**src/rtl/control_unit.sv**
```systemverilog
// control_unit: hardwired Moore sequencer for the Mini SRC datapath.
// Fetch in T0-T2, per-class execute in T3-T7; memory steps stretch by MEM_LAT wait cycles.
module control_unit #(
    parameter int MEM_LAT = 0
) (
    input  logic        clk,
    input  logic        clr_n,
    input  logic [31:0] IR,
    input  logic        CON,
    output logic        Gra,
    output logic        Grb,
    output logic        Grc,
    output logic        Rin,
    output logic        Rout,
    output logic        BAout,
    output logic        PCout,
    output logic        PCin,
    output logic        IncPC,
    output logic        MARin,
    output logic        MDRin,
    output logic        MDRout,
    output logic        IRin,
    output logic        Yin,
    output logic        Zin,
    output logic        Zhighout,
    output logic        Zlowout,
    output logic        HIin,
    output logic        HIout,
    output logic        LOin,
    output logic        LOout,
    output logic        Cout,
    output logic        CONin,
    output logic        InPortout,
    output logic        OutPortin,
    output logic        Read,
    output logic        Write,
    output logic [4:0]  alu_op,
    output logic        Run
);
    localparam int CW = $clog2(MEM_LAT + 2);
    localparam logic [CW-1:0] LAT = CW'(MEM_LAT);
    localparam logic [4:0] OP_ADD = 5'b00011;

    typedef enum logic [3:0] {
        S_RESET, S_T0, S_T1, S_T2, S_T3, S_T4, S_T5, S_T6, S_T7, S_HALT
    } state_t;

    state_t        state_q, state_d;
    logic [CW-1:0] cnt_q, cnt_d;
    logic [4:0]    op;
    logic          c_ld, c_ldi, c_st, c_alu, c_imm, c_md, c_neg, c_br, c_jr, c_jal;
    logic          c_in, c_out, c_mfhi, c_mflo, c_halt, c_one, c_exec, c_addr;
    logic          t0, t1, t2, t3, t4, t5, t6, t7;
    logic          mem_step, last, done;
    logic          unused_ir;

    assign op        = IR[31:27];
    assign unused_ir = ^IR[26:0];

    assign c_ld   = op == 5'd0;
    assign c_ldi  = op == 5'd1;
    assign c_st   = op == 5'd2;
    assign c_alu  = op >= 5'd3 && op <= 5'd10;
    assign c_imm  = op >= 5'd11 && op <= 5'd13;
    assign c_md   = op == 5'd14 || op == 5'd15;
    assign c_neg  = op == 5'd16 || op == 5'd17;
    assign c_br   = op == 5'd18;
    assign c_jr   = op == 5'd19;
    assign c_jal  = op == 5'd20;
    assign c_in   = op == 5'd21;
    assign c_out  = op == 5'd22;
    assign c_mfhi = op == 5'd23;
    assign c_mflo = op == 5'd24;
    assign c_halt = op == 5'd26;
    assign c_one  = c_jr || c_in || c_out || c_mfhi || c_mflo;
    assign c_exec = op <= 5'd24;
    assign c_addr = c_ldi || c_ld || c_st;

    assign t0 = state_q == S_T0;
    assign t1 = state_q == S_T1;
    assign t2 = state_q == S_T2;
    assign t3 = state_q == S_T3;
    assign t4 = state_q == S_T4;
    assign t5 = state_q == S_T5;
    assign t6 = state_q == S_T6;
    assign t7 = state_q == S_T7;

    // Memory steps hold their strobes until the wait counter reaches MEM_LAT.
    assign mem_step = t1 || (t6 && c_ld) || (t7 && c_st);
    assign last     = cnt_q == LAT;
    assign done     = !mem_step || last;

    always_ff @(posedge clk or negedge clr_n) begin
        if (!clr_n) begin
            state_q <= S_RESET;
            cnt_q   <= '0;
        end else begin
            state_q <= state_d;
            cnt_q   <= cnt_d;
        end
    end

    always_comb begin
        state_d = state_q;
        cnt_d   = '0;
        case (state_q)
            S_RESET: state_d = S_T0;
            S_T0:    state_d = S_T1;
            S_T1:    state_d = S_T2;
            S_T2:    state_d = c_halt ? S_HALT : c_exec ? S_T3 : S_T0;
            S_T3:    state_d = c_one ? S_T0 : S_T4;
            S_T4:    state_d = (c_neg || c_jal) ? S_T0 : S_T5;
            S_T5:    state_d = (c_alu || c_imm || c_ldi) ? S_T0 : S_T6;
            S_T6:    state_d = (c_ld || c_st) ? S_T7 : S_T0;
            S_T7:    state_d = S_T0;
            default: state_d = S_HALT;
        endcase
        if (!done) begin
            state_d = state_q;
            cnt_d   = cnt_q + 1'b1;
        end
    end

    assign Gra = (t3 && (c_md || c_br || c_one)) || (t4 && (c_neg || c_jal))
              || (t5 && (c_alu || c_imm || c_ldi)) || (t6 && c_st) || (t7 && c_ld);
    assign Grb = (t3 && (c_alu || c_imm || c_addr || c_neg || c_jal)) || (t4 && c_md);
    assign Grc = t4 && c_alu;
    assign Rin = (t3 && (c_jal || c_in || c_mfhi || c_mflo)) || (t4 && c_neg)
              || (t5 && (c_alu || c_imm || c_ldi)) || (t7 && c_ld);
    assign Rout = (t3 && (c_alu || c_imm || c_md || c_neg || c_br || c_jr || c_out))
               || (t4 && (c_alu || c_md || c_jal)) || (t6 && c_st);
    assign BAout = t3 && c_addr;

    assign PCout    = t0 || (t3 && c_jal) || (t4 && c_br);
    assign PCin     = t1 || (t3 && c_jr) || (t4 && c_jal) || (t6 && c_br && CON);
    assign IncPC    = t0;
    assign MARin    = t0 || (t5 && (c_ld || c_st));
    assign MDRin    = (t1 && last) || (t6 && c_ld && last) || (t6 && c_st);
    assign MDRout   = t2 || (t7 && c_ld);
    assign IRin     = t2;
    assign Yin      = (t3 && (c_alu || c_imm || c_addr || c_md)) || (t4 && c_br);
    assign Zin      = t0 || (t3 && c_neg) || (t4 && (c_alu || c_imm || c_addr || c_md)) || (t5 && c_br);
    assign Zhighout = t6 && c_md;
    assign Zlowout  = t1 || (t4 && c_neg) || (t5 && (c_alu || c_imm || c_addr || c_md)) || (t6 && c_br);
    assign HIin     = t6 && c_md;
    assign HIout    = t3 && c_mfhi;
    assign LOin     = t5 && c_md;
    assign LOout    = t3 && c_mflo;
    assign Cout     = (t4 && (c_imm || c_addr)) || (t5 && c_br);

    assign CONin     = t3 && c_br;
    assign InPortout = t3 && c_in;
    assign OutPortin = t3 && c_out;
    assign Read      = t1 || (t6 && c_ld);
    assign Write     = t7 && c_st;

    // PC increment, effective address and branch target all use ADD.
    assign alu_op = !Zin ? 5'd0 : (t0 || (t4 && c_addr) || (t5 && c_br)) ? OP_ADD : op;
    assign Run    = state_q != S_HALT;
endmodule

```
**config.mk**
```make
export PLATFORM = sky130hd
export DESIGN_NAME = control_unit
export DESIGN_NICKNAME = d
export VERILOG_FILES = /design/src/rtl/control_unit.sv
export SDC_FILE = /design/constraint.sdc
export NUM_CORES = 1
export LEC_CHECK = 0
export ABC_AREA = 1
export ABC_CLOCK_PERIOD_IN_PS = 1200
export CORE_ASPECT_RATIO = 0.6
export CORE_MARGIN = 5
export CORE_UTILIZATION = 32
export CTS_CLUSTER_DIAMETER = 40
export DETAILED_ROUTE_END_ITERATION = 8
export GPL_TIMING_DRIVEN = 0
export PLACE_DENSITY = 0.77
export SYNTH_ARGS = -nofsm -noshare
export SYNTH_HDL_FRONTEND = slang
export SYNTH_SLANG_ARGS = --single-unit
export TNS_END_PERCENT = 100
```
**constraint.sdc**
```tcl
create_clock -name clk -period 1.2 [get_ports clk]
set_input_delay 0.18 -clock clk [delete_from_list [all_inputs] [get_ports clk]]
set_output_delay 0.18 -clock clk [all_outputs]
set_load 0.02 [all_outputs]
```
==> results.toml <==
[sta]
final_max_slew_viol_count = 0
fin_hold_ws_ps = 178
fin_setup_tns_ps = -19730
hold_violations = 0
period_share_pct = 158
rsz0062_at_grt = "yes"
layout_min_cycle_time_ps = 1900
max_freq_mhz = 527
worst_clock_skew_ps = 4.03
finalWorstSetupSlack_ps = -699
setup_viol = 37

[cells_and_area]
multi_input_area_um2 = 1050
stdcell_count = 304
fillCellCount = 197
seq_area_um2 = 129
drive_gt1_share_pct = 67.9
utilization_pct = 75.8
area_growth_pct = 126
diodes = 0
nets = 298
fin_area_um2 = 2190

[yosys]
syn-cell-area_um2 = 971
synth.distinct_cells = 23
yosys_register_bits = 5
synth_top_cell_by_area = "nand2_1"
synthMuxAreaShare_pct = 0
post_synth_xor_area_fraction_pct = 0
yosys_warnings = 0
synth_edf_count = 0
syn_inst = 181
netlist_top_cells_area = "nand2_1 19%, dfrtp_1 13%, nor2_1 10%"
synth_adder_area_share_pct = 0
async_flop_share_pct = 100
synth_compound_area_share_pct = 10.3
seq_area_frac_synth_pct = 12.9
syn_nets = 216
netlist_top_cells_count = "49 x nand2_1, 27 x nor2_1, 19 x inv_1"
yosysTopAreaCellShare_pct = 18.9
yosysMostFrequentCell = "nand2_1"
synth_top_family_by_area = "simple AND/OR/NAND/NOR gates"
yosys_most_used_dff = "dfrtp_1"
syn_avg_cell_area_um2 = 5.36
synth_simple_gate_area_share_pct = 60.8

[place]
gp_congestion = 0.949
post-dp-hpwl_mm = 2.90
portBuffers = 37
dp_slack_ps = -1340
place_area_um2 = 1570
placedCellCount = 260

[worst_setup_path]
worst_ep_required_time_ps = 1020
crit_type = "reg -> out"
critPathLaunchType = "flop"
r2r-start = "state_q[3]"
arrival_ps = 1720
startpoint = "state_q[0]"
cp_max_fo = 5
setup.worst_path.end_class = "primary output"

[clock_network]
cts_tree = "built"
cts_sinks = 5
insertion_delay_ps = 230
cts_buffers = 3
clk_pin_slew_ps = 40
clockBufferDepth = 2
root_buffer = "clkbuf_8"
h-tree-depth = 1

[routing]
drtIter0Drc = 217
via_per_inst = 5.78
num_vias = 1756
antenna_left = 0
drc = 0
routedWlPerCell_um = 19.1
firstDrtPassIters = 5
wl_mm = 5.82

[die]
core_um2 = 2890
fp.dieW_um = 81.1
pin_count = 68
placementRows = 15
design.die.area_um2 = 4270
start_util_pct = 33.6
die_y_um = 52.7

[pwr]
fin_total_pwr_mw = 0.673
ir_drop_mv = 0.333
power_density_nw_per_um2 = 307
leakagePower_nw = 1.14

[global_route]
grt_max_degree = 11
grt_pass1_wl_mm = 7.32
grt.total_usage_pct = 23.0
overflow = 0
antenna_found_initial = 0
grt_pass1_vias = 1467

[job]
maxCapViolations = 0

[min_path]
worstHoldPathType = "in -> async"

[status]
status = "complete, but fails checks"
violations = "setup timing"
## path summary, 6_finish.rpt
path                              end  slack [ps]  depth (start not counted)
hold reg to reg            state_q[1]         570                          2
setup reg to reg           state_q[3]        -410                         10
hold / removal             state_q[0]         180                          1
setup / recovery            alu_op[3]        -700                          8
max in group asynchronous  state_q[2]         800                          1
min in group clk           state_q[0]         540                          7
## registers in the layout (all words and copies together), names as in the netlist
register / flops
state_q: 4
cnt_q: 1
## report_power, final
part           internal, mW  switching [mW]
Combinational        0.0479           0.120
Clock                 0.230           0.102
Sequential            0.171         0.00319
Total                 0.449           0.224
## layout by cell type, fill, tap and decap left out, types with 4 or more instances in the layout
| cell type | count |
|---|---|
| nor2_1 | 10 |
| nor2_2 | 7 |
| nor3_4 | 5 |
| nand3_2 | 11 |
| nand2_4 | 8 |
| buf_4 | 31 |
| a21oi_1 | 4 |
| inv_1 | 10 |
| nand3_1 | 7 |
| inv_2 | 15 |
| inv_4 | 5 |
| buf_6 | 44 |
| nand4_1 | 6 |
| nor2_4 | 18 |
| nand2_1 | 35 |
| nand2_2 | 10 |
## timing repair
action | 4_1_cts | 5_1_grt
hold buffers | 0 | 0
setup buffers | 24 | 17
setup endpoints to repair | 37 | 37
resized for setup | 229 | 49
pin swaps | 17 | 23
## per-layer routing
metal  part of all wire (%)  track usage [%]
met1                     39             29.5
met2                     42             35.3
met3                     13             7.39
met4                    5.0             9.83
met5                      0                0
## kinds of logic (layout without fill, tap and decap cells)
group	count (synthesis)	in the layout
buf+inv	36	117
flops	5	5
simple gates	121	121
other cells	1	1
compound gates	18	18
## area by class of cell
| cell class | instances | area share [%] |
|---|---|---|
| Inverter | 32 | 6.51 |
| Multi-Input combinational cell | 140 | 47.8 |
| Clock buffer | 4 | 2.05 |
| Tap cell | 42 | 2.40 |
| Timing Repair Buffer | 77 | 33.7 |
| Sequential cell | 5 | 5.88 |
| Buffer | 4 | 1.60 |
## worst max-delay path, stage by stage, from the launching register on
cell,delay (ps)
dfrtp_2,440
inv_4,130
nand2_2,90
nor2_4,190
nand2_2,120
nand2_4,110
inv_4,50
nor3_4,180
buf_6,140
Power figures use the tool's default switching activity.
